[config.mk]
export PLATFORM = sky130hd
export DESIGN_NAME = evt_window_ctrl
export DESIGN_NICKNAME = d
export VERILOG_FILES = /design/src/rtl/evt_pkg.sv /design/src/rtl/evt_window_ctrl.sv
export SDC_FILE = /design/constraint.sdc
export NUM_CORES = 1
export LEC_CHECK = 0
export CAP_MARGIN = 40
export CORE_MARGIN = 4
export CORE_UTILIZATION = 40
export DETAILED_ROUTE_END_ITERATION = 8
export DONT_BUFFER_PORTS = 1
export GPL_ROUTABILITY_DRIVEN = 0
export PLACE_DENSITY_LB_ADDON = 0.25
export RECOVER_POWER = 25
export SLEW_MARGIN = 20
export SYNTH_ARGS = -nofsm -noshare
export SYNTH_HDL_FRONTEND = slang
export SYNTH_SLANG_ARGS = --single-unit
[constraint.sdc]
create_clock -name clk -period 3.85 [get_ports clk]
set_clock_uncertainty 0.2 [all_clocks]
set_input_delay 0.5775 -clock clk [delete_from_list [all_inputs] [get_ports clk]]
set_output_delay 0.5775 -clock clk [all_outputs]
set_load 0.1 [all_outputs]
[src/rtl/evt_pkg.sv]
// evt_pkg: shared types and constants for the event window controller
package evt_pkg;
  localparam int TS_W = 16;
  localparam logic [TS_W-1:0] DEF_WINDOW_TICKS = 16'd10000;
  localparam logic [15:0] DEF_MIN_EVENTS = 16'd32;
  typedef enum logic [2:0] {IDLE, CLEAR, ACCUM, DRAIN, READOUT} state_e;
endpackage

[src/rtl/evt_window_ctrl.sv]
// evt_window_ctrl: timestamp-window event accumulation and readout handshake
// Ports: clk/rst_n (async active-low); enable run request; fifo_valid -> dec_valid
// gated in ACCUM; evt_valid/evt_ts decoded events; win_clear one-cycle clear;
// readout_req/readout_ack classifier handshake; win_evt_cnt events in window;
// win_count windows read out; busy whenever not IDLE.
// Optional: define EVT_IDLE_TIMEOUT_EN to close a non-empty window after
// IDLE_TIMEOUT silent ACCUM cycles.
module evt_window_ctrl
  import evt_pkg::*;
#(
  parameter logic [TS_W-1:0] WINDOW_TICKS = DEF_WINDOW_TICKS,
  parameter logic [15:0]     MIN_EVENTS   = DEF_MIN_EVENTS,
  parameter logic [19:0]     IDLE_TIMEOUT = 20'd500000
) (
  input  logic            clk,
  input  logic            rst_n,
  input  logic            enable,
  input  logic            fifo_valid,
  output logic            dec_valid,
  input  logic            evt_valid,
  input  logic [TS_W-1:0] evt_ts,
  output logic            win_clear,
  output logic            readout_req,
  input  logic            readout_ack,
  output logic [15:0]     win_evt_cnt,
  output logic [7:0]      win_count,
  output logic            busy
);
  state_e state_q, state_d;
  logic [15:0] cnt_q, cnt_d, cnt_inc;
  logic [7:0] wc_q, wc_d;
  logic [TS_W-1:0] start_q, start_d, elapsed;
  logic first_q, first_d, tmo_hit;
`ifdef EVT_IDLE_TIMEOUT_EN
  logic [19:0] tmo_q, tmo_d;
  // Counts silent ACCUM cycles, holding once the limit is reached.
  always_comb begin
    tmo_d = '0;
    if (state_q == ACCUM && enable && !evt_valid)
      tmo_d = (tmo_q == IDLE_TIMEOUT) ? tmo_q : tmo_q + 20'd1;
    tmo_hit = (state_q == ACCUM) && !evt_valid && (tmo_d == IDLE_TIMEOUT) && (cnt_q != 16'd0);
  end
  always_ff @(posedge clk or negedge rst_n)
    if (!rst_n) tmo_q <= '0;
    else        tmo_q <= tmo_d;
`else
  logic unused_tmo;
  assign unused_tmo = ^IDLE_TIMEOUT;
  assign tmo_hit = 1'b0;
`endif
  // Modular subtraction makes timestamp wrap-around transparent.
  assign elapsed = evt_ts - start_q;
  assign cnt_inc = (cnt_q == 16'hFFFF) ? cnt_q : cnt_q + 16'd1;
  assign dec_valid = (state_q == ACCUM) && fifo_valid;
  assign win_clear = (state_q == CLEAR);
  assign readout_req = (state_q == READOUT);
  assign busy = (state_q != IDLE);
  assign win_evt_cnt = cnt_q;
  assign win_count = wc_q;
  always_comb begin
    state_d = state_q;
    cnt_d = cnt_q;
    wc_d = wc_q;
    start_d = start_q;
    first_d = first_q;
    case (state_q)
      IDLE: state_d = enable ? CLEAR : IDLE;
      CLEAR: begin
        cnt_d = '0;
        first_d = 1'b0;
        state_d = enable ? ACCUM : IDLE;
      end
      ACCUM: begin
        if (!enable) state_d = IDLE;
        else if (evt_valid) begin
          cnt_d = cnt_inc;
          if (!first_q) begin
            start_d = evt_ts;
            first_d = 1'b1;
          end else if (elapsed >= WINDOW_TICKS) state_d = DRAIN;
        end else if (tmo_hit) state_d = DRAIN;
      end
      // One cycle to absorb the decoder's in-flight event before deciding.
      DRAIN: begin
        if (evt_valid) cnt_d = cnt_inc;
        state_d = (cnt_d >= MIN_EVENTS) ? READOUT : (enable ? CLEAR : IDLE);
      end
      READOUT: if (readout_ack) begin
        wc_d = wc_q + 8'd1;
        state_d = enable ? CLEAR : IDLE;
      end
      default: state_d = IDLE;
    endcase
  end
  always_ff @(posedge clk or negedge rst_n)
    if (!rst_n) begin
      state_q <= IDLE;
      cnt_q <= '0;
      wc_q <= '0;
      start_q <= '0;
      first_q <= 1'b0;
    end else begin
      state_q <= state_d;
      cnt_q <= cnt_d;
      wc_q <= wc_d;
      start_q <= start_d;
      first_q <= first_d;
    end
endmodule

After elaboration in Yosys (flattened, before gate mapping)
Index checks and enable logic that the tools add are counted. Widths: inputs -> output; s select.

Bitwise gates (word level): 1. Equality and inequality tests: 11. Reduce and logical (&&, ||, !) cells: 10. Add/sub/neg operators: 3. Mux-type cells: 17. Magnitude comparators: 2.

Operator list (number): $mux 16 (4); $pmux 16 s3 (1); $mux 3 (6); $add 16x1->16 const B (1); $eq 16x16->1 const B (1); $ge 16x14->1 const B (1); $ge 16x6->1 const B (1); $sub 16x16->16 (1); $pmux 3 s5 (1); $add 8x1->8 const B (1); $reduce_and 4->1 (2); $eq 3x2->1 const B (2); $ne 3x3->1 const B (2); $reduce_bool 3->1 (2); $ne 2x2->1 const B (2); $reduce_and 2->1 (2); $eq 3x1->1 const B (1); $eq 3x3->1 const B (1); $logic_not 3->1 (1); $mux 1 (3); $ne 3x2->1 const B (1); $reduce_and 3->1 (1); $mux 2 (1); $ne 2x1->1 const B (1); other kinds (4) (4).

Input bits: 22. Logic and storage cells: 49. Flip-flop bits (word level): 44.

Longest topological paths before layout
Gate-level depths: netlist of the first run.

Word-level depth: 7. Gate-level depth with buffers: 11. Mapped depth without buffers: 11.

Worst setup path before layout of the first run
Ideal clock, no wire load.

Path type: register -> output. From: reg state_q[2]. To: out dec_valid. Arrival: 2.955 ns. Path slack: 0.118 ns. Cell stages (with the launch flop): 4. Cells stage by stage: dfrtp_1 buf_2 nand2b_1 nor3b_1.

Longest elaborated chain between the ends: 2.

Ends and longest elaborated chain: from (decl) (RTL line evt_window_ctrl.sv:29) `state_e state_q, state_d;`; from (signal assigned) (RTL line evt_window_ctrl.sv:103) `state_q <= state_d;`; $eq 3x2->1 (RTL line evt_window_ctrl.sv:54) `assign dec_valid = (state_q == ACCUM) && fifo_valid;`; $logic_and 1x1->1 (RTL line evt_window_ctrl.sv:54); to (decl) (RTL line evt_window_ctrl.sv:19) `output logic dec_valid,`.

Every way passes these cells.

Worst setup path in the final report of the first run
From: reg start_q[0]. To: reg state_q[0].

Longest elaborated chain between the ends: 4.

Ends and longest elaborated chain: from (decl) (RTL line evt_window_ctrl.sv:32) `logic [TS_W-1:0] start_q, start_d, elapsed;`; from (signal assigned) (RTL line evt_window_ctrl.sv:106) `start_q <= start_d;`; $sub 16x16->16 (RTL line evt_window_ctrl.sv:52) `assign elapsed = evt_ts - start_q;`; $ge 16x14->1 (RTL line evt_window_ctrl.sv:80) `end else if (elapsed >= WINDOW_TICKS) state_d = DRAIN;`; $ne 3x2->1 (no source line); $reduce_and 4->1 (no source line).

Every way passes these cells. A chain may end at the register's enable or synchronous reset.

==> results of run 1 <==
[area by class of cell]
type,instances,area (um^2)
fill,690,3680
multi-input combinational,267,1860
timing repair buffer,39,460
clock inverter,3,18.8
tap,99,124
inverter,25,93.8
sequential,44,1100
clock buffer,5,68.8
[per-layer routing]
metal  global-route usage  wire length (um)  vias up
li1                     -                 -     1350
met1                0.203              3210     1277
met2                0.258              3330       81
met3               0.0344               409       10
met4               0.0521               116        0
met5                    0                 0        -
[worst register-to-register path, stage by stage (launching register included)]
cell      delay [ps]
dfrtp_1          390
ha_1             200
fa_1             370
nand2b_1         210
a21o_1           250
nand2_1          140
and4b_1          200
o311ai_0         160
nor4b_1          350
o21ai_0          140
a41oi_1          210
[cell usage in the layout, fill, tap and decap left out, types with 4 or more instances in the layout]
cell type	Yosys	routed
a21o_1	4	4
a21oi_1	12	12
a22o_1	4	4
a31oi_1	10	10
and4_1	4	4
buf_16	0	8
buf_4	0	23
clkbuf_8	0	5
dfrtp_1	44	44
ha_1	17	17
inv_1	25	25
mux2_2	15	15
nand2_1	36	36
nand2b_1	4	4
nand3_1	19	19
nand3b_1	4	4
nand4_1	7	7
nor2_1	21	20
nor3_1	12	12
nor3b_1	5	4
o21ai_0	25	25
o31ai_1	5	5
xnor2_1	8	8
xor2_1	8	8
[cells by family (layout without fill, tap and decap cells)]
logic type	count (synthesis)	in the layout	synth area share
adder cells (fa/ha/maj)	18	18	0.0749
flip-flops	44	44	0.354
buffers and inverters	40	72	0.0503
multiplexers	18	18	0.0640
XOR/XNOR	16	16	0.0451
AO/OA/AOI/OAI	83	83	0.181
AND/OR/NAND/NOR	132	132	0.230
[path summary, 6_finish.rpt]
path                       cells after the start            to         start  slack (ps)
max                                           10    state_q[0]    start_q[0]         960
min reg2reg                                    1  win_count[2]  win_count[2]         290
max in group asynchronous                      2  win_count[2]         rst_n        2650
max reg2reg                                   10    state_q[0]    start_q[0]         960
min in group asynchronous                      2    start_q[9]         rst_n         590
min                                            1    state_q[2]   readout_ack         210
[cells in the mapped netlist (4+ instances only)]
cell	number	area share
dfrtp_1	44	0.35
nand2_1	36	0.043
inv_1	25	0.030
o21ai_0	25	0.040
nor2_1	21	0.025
nand3_1	19	0.031
ha_1	17	0.068
mux2_2	15	0.054
a21oi_1	12	0.019
nor3_1	12	0.019
a31oi_1	10	0.020
clkbuf_1	10	0.012
xnor2_1	8	0.023
xor2_1	8	0.023
nand4_1	7	0.014
buf_2	5	0.0081
nor3b_1	5	0.012
o31ai_1	5	0.012
a21o_1	4	0.0097
a22o_1	4	0.011
and4_1	4	0.011
nand2b_1	4	0.0081
nand3b_1	4	0.0097
[sequential cells by signal (all words and copies together) (netlist names)]
name / cells
start_q: 16
win_evt_cnt: 16
win_count: 8
state_q: 3
first_q: 1
[stage by stage]
stage	hold WS [ps]	utilization	cells	area, um^2
floorplan	81.9	-	351	3110
global placement	84.6	0.453	457	3360
detailed placement	84.4	0.486	472	3600
CTS	200	0.503	482	3720
global route	204	0.503	482	3720
finish	210	0.503	482	3720
[power by group through the flow]
| stage | Clock [uW] | Sequential [uW] | Combinational [uW] |
|---|---|---|---|
| after floorplan | 0 | 718 | 813 |
| after global routing | 326 | 654 | 1250 |
| final | 294 | 639 | 1130 |
| after detailed placement | 0 | 651 | 1110 |
| after global placement | 0 | 646 | 1060 |
| after CTS | 308 | 641 | 1130 |
[timing repair]
item,CTS,global route
hold buffers,2,0
setup endpoints to repair,0,0
hold endpoints to repair,44,0
==> run_results.csv, run 1 <==
group,metric,value,unit
run_status,status,"complete, no violations",
cells_and_area,num-nets-final,422,
cells_and_area,diodes,0,
worst_setup_path,crit_type,"register to register",
power_and_ir_drop,p_leak,0.00169,uW
floorplanning,start_util,0.419,
floorplanning,die_w,96.1,um
power_and_ir_drop,power.internal,1140,uW
global_route,grt_first_pass_wirelength,11600,um
worst_setup_path,cp_max_fo,5,
clock_network,clockRootBuffer,"clkbuf_8",
placed_design,dp_slack,761,ps
clock_network,cts-resized-gates,0,
synth,synthArstFlopShare,1.00,
detailed_routing,drc,0,
worst_setup_path,cpMaxStageDelayCell,"dfrtp_1",
detailed_routing,wl_per_cell,14.6,um
timing,tns,0,ps
synth,synth.distinct_cells,57,
worst_setup_path,path_cells,"ha_1 -> fa_1 -> nand2b_1 -> a21o_1 -> nand2_1 -> and4b_1 -> o311ai_0 -> nor4b_1 -> o21ai_0 -> a41oi_1",
worst_setup_path,critPathLaunchType,"register",
worst_setup_path,end_kind,"register",
timing,period_share,0.752,
clock_network,clock_path_buffers,2,
detailed_routing,finalWirelength,7060,um
global_route,antenna_found_initial,0,
placed_design,dp_hpwl,5350,um
cells_and_area,syn2layout_area_growth,19.9,%
power_and_ir_drop,p_sw_frac,0.445,
timing,max_freq,346,MHz
clock_network,clk_pin_slew_worst_paths,90,ps
power_and_ir_drop,seqPwrFrac,0.311,
cells_and_area,drive_gt1_frac,0.188,
clock_network,cts_buffers,5,
floorplanning,die_h,96.1,um
clock_network,cts_num_sinks,44,
worst_setup_path,max_stage_delay,390,ps
synth,ys_seq_elements,44,
power_and_ir_drop,p_per_area,553,nW/um^2
synth,synthFlopType,"dfrtp_1",
power_and_ir_drop,p_sw,915,uW
worst_setup_path,path_delay_family,"simple AND/OR/NAND/NOR gates",
timing,tightest_slew,835,ps
clock_network,cts_setup_buffers,0,
global_route,grt_overflow,0,
clock_network,htreeDepth,2,
detailed_routing,drtAntennaViolNets,0,
synth,synth-seq-area-share,0.354,
power_and_ir_drop,ir_worst_vdd,0.278,mV
floorplanning,core,7410,um^2
detailed_routing,drtIter0Drc,122,
floorplanning,rows,31,
clock_network,tritoncts,"yes",
clock_network,clock_latency,290,ps
synth,synth_edf_count,0,
power_and_ir_drop,clkPwrFrac,0.143,
detailed_routing,firstDrtPassIters,4,
power_and_ir_drop,pwr-share-comb,0.547,
global_route,grt_use_total,0.157,
timing,finalHoldViolCount,0,
detailed_routing,routed_via_density,5.64,
worst_hold_path,min_path_type,"input port to register",
worst_setup_path,required,3860,ps
synth,syn_area,3110,um^2
placed_design,port_buffers,0,
global_route,grt_max_degree,45,
power_and_ir_drop,power,2060,uW
timing,grt_setup_unrepaired,"no",
flow_run,drv_cap,0,
timing,min_period,2890,ps
floorplanning,fp.dieArea,9240,um^2
worst_setup_path,crit_buf_inv,0,
timing,setup_violations,0,
global_route,grt_pass1_vias,2532,
synth,synth_warnings,0,
synth,syn-num-nets,391,
timing,maxSlewHeadroom,0.443,
synth,postSynthCellCount,351,
timing,setup_ws,956,ps
synth,syn_area_per_cell,8.85,um^2
detailed_routing,num_vias,2718,
worst_setup_path,arrival,2910,ps
timing,slew_viol_final,0,
floorplanning,io_pins,50,
Note: power is estimated with default switching activity, not from simulation.
==> run 2, diff against run 1 <==
clock period = 2.6 ns   (was 3.85 ns; I/O delays follow)
==> run_results.csv, run 2 (same netlist as run 1, synthesis figures left out) <==
group,metric,value,unit
run_status,status,"complete, no violations",
power_and_ir_drop,pwr-share-comb,0.568,
clock_network,cts_num_sinks,44,
placed_design,port_buffers,0,
timing,maxSlewHeadroom,0.272,
timing,tightest_slew,1090,ps
worst_setup_path,end_kind,"register",
clock_network,cts_buffers,5,
clock_network,clock_path_buffers,2,
power_and_ir_drop,power,3460,uW
worst_hold_path,worstHoldStart,"evt_ts[15]",
detailed_routing,finalWirelength,7240,um
worst_setup_path,max_stage_delay,400,ps
global_route,grt_pass1_vias,2547,
global_route,grt_max_degree,45,
worst_hold_path,min_path_type,"input port to register",
cells_and_area,seqCellArea,1120,um^2
worst_setup_path,cpMaxStageDelayCell,"dfrtp_1",
floorplanning,io_pins,50,
timing,tns,0,ps
floorplanning,core,7410,um^2
worst_setup_path,required,2580,ps
clock_network,clock_latency,310,ps
worst_setup_path,critPathLaunchType,"register",
cells_and_area,layout_common_cells,"buf_4 (54), nand2_1 (35), dfrtp_1 (29)",
worst_setup_path,crit_type,"register to register",
worst_setup_path,path_cells,"ha_2 -> fa_2 -> nand2b_4 -> a21oi_1 -> nand4_1 -> a211o_1 -> a32oi_2 -> nor4b_2 -> o21ai_1 -> a41oi_2",
cells_and_area,syn2layout_area_growth,23.8,%
floorplanning,fp.dieArea,9240,um^2
detailed_routing,firstDrtPassIters,4,
power_and_ir_drop,power.internal,1960,uW
placed_design,place_inst,487,
flow_run,drv_cap,0,
clock_network,tritoncts,"yes",
power_and_ir_drop,p_leak,0.00174,uW
power_and_ir_drop,p_per_area,898,nW/um^2
worst_setup_path,startpoint,"start_q[0]",
detailed_routing,drc,0,
detailed_routing,num_vias,2731,
timing,setup_violations,0,
power_and_ir_drop,p_sw,1500,uW
cells_and_area,fin_cells,500,
floorplanning,die_h,96.1,um
worst_setup_path,r2r-start,"start_q[0]",
power_and_ir_drop,p_sw_frac,0.434,
global_route,grt_use_total,0.161,
timing,grt_setup_unrepaired,"yes",
cells_and_area,final_common_cell,"buf_4",
timing,slew_viol_final,0,
timing,hold_ws,27.1,ps
global_route,grt_overflow,0,
detailed_routing,drtIter0Drc,76,
cells_and_area,multi_input_area,1960,um^2
floorplanning,rows,31,
timing,finalHoldViolCount,0,
power_and_ir_drop,clkPwrFrac,0.159,
placed_design,dp_hpwl,5340,um
floorplanning,die_w,96.1,um
detailed_routing,wl_per_cell,14.5,um
cells_and_area,num-nets-final,440,
worst_setup_path,crit_buf_inv,0,
power_and_ir_drop,ir_worst_vdd,0.503,mV
timing,max_freq,388,MHz
timing,period_share,0.991,
worst_setup_path,path_delay_family,"compound AO/OA/AOI/OAI gates",
power_and_ir_drop,seqPwrFrac,0.273,
timing,min_period,2580,ps
cells_and_area,diodes,0,
cells_and_area,nFillCells,679,
global_route,grt_first_pass_wirelength,11900,um
cells_and_area,drive_gt1_frac,0.304,
clock_network,htreeDepth,2,
clock_network,clockRootBuffer,"clkbuf_8",
detailed_routing,drtAntennaViolNets,0,
global_route,antenna_found_initial,0,
worst_setup_path,arrival,2560,ps
worst_setup_path,cp_max_fo,4,
floorplanning,start_util,0.419,
detailed_routing,routed_via_density,5.46,
clock_network,clk_pin_slew_worst_paths,90,ps
run 2: repair_timing:
action                                  in CTS  in global routing
gates cloned                                 0                  0
endpoints found under the setup margin       1                  1
hold buffers                                 3                  0
endpoints found under the hold margin       45                  0
pin swaps                                    7                 11
buffers inserted                             1                  1
resized for setup                            3                 13
run 2: routing by layer:
layer / global-route usage / wire length (um) / vias up
li1: - / - / 1373
met1: 0.211 / 3280 / 1280
met3: 0.0414 / 406 / 13
met2: 0.251 / 3410 / 65
met4: 0.0664 / 146 / 0
met5: 0 / 0 / -
run 2: path summary, 6_finish.rpt:
kind	cells past startpoint	slack (ps)	end
max	10	20	state_q[0]
min reg2reg	1	310	start_q[14]
min in group asynchronous	2	630	win_evt_cnt[9]
max reg2reg	10	20	state_q[0]
max in group asynchronous	2	800	win_evt_cnt[6]
min	1	30	start_q[15]
run 2: power groups by stage:
stage | Clock [uW] | Sequential (uW) | Combinational, uW
2_1_floorplan | 0 | 1070 | 1230
3_3_place_gp | 0 | 953 | 1740
3_5_place_dp | 0 | 962 | 1780
4_1_cts | 570 | 947 | 1820
5_1_grt | 603 | 966 | 2150
6_report | 549 | 944 | 1960
run 2: metrics by stage:
stage          setup slack [ps]   util  area, um^2
3_3_place_gp               -122  0.487        3610
6_report                   23.5  0.519        3850
5_1_grt                   -95.2  0.519        3850
2_1_floorplan              9.07      -        3150
4_1_cts                   -39.4  0.511        3780
3_5_place_dp               -181  0.487        3610
run 2: layout make-up:
cell class | instances | share of cell area
clock buffers | 5 | 0.0179
clock inverters | 3 | 0.0124
inverters | 25 | 0.0244
multi-input cells | 267 | 0.509
flip-flops and latches | 44 | 0.292
well taps | 99 | 0.0322
repair buffers | 57 | 0.112
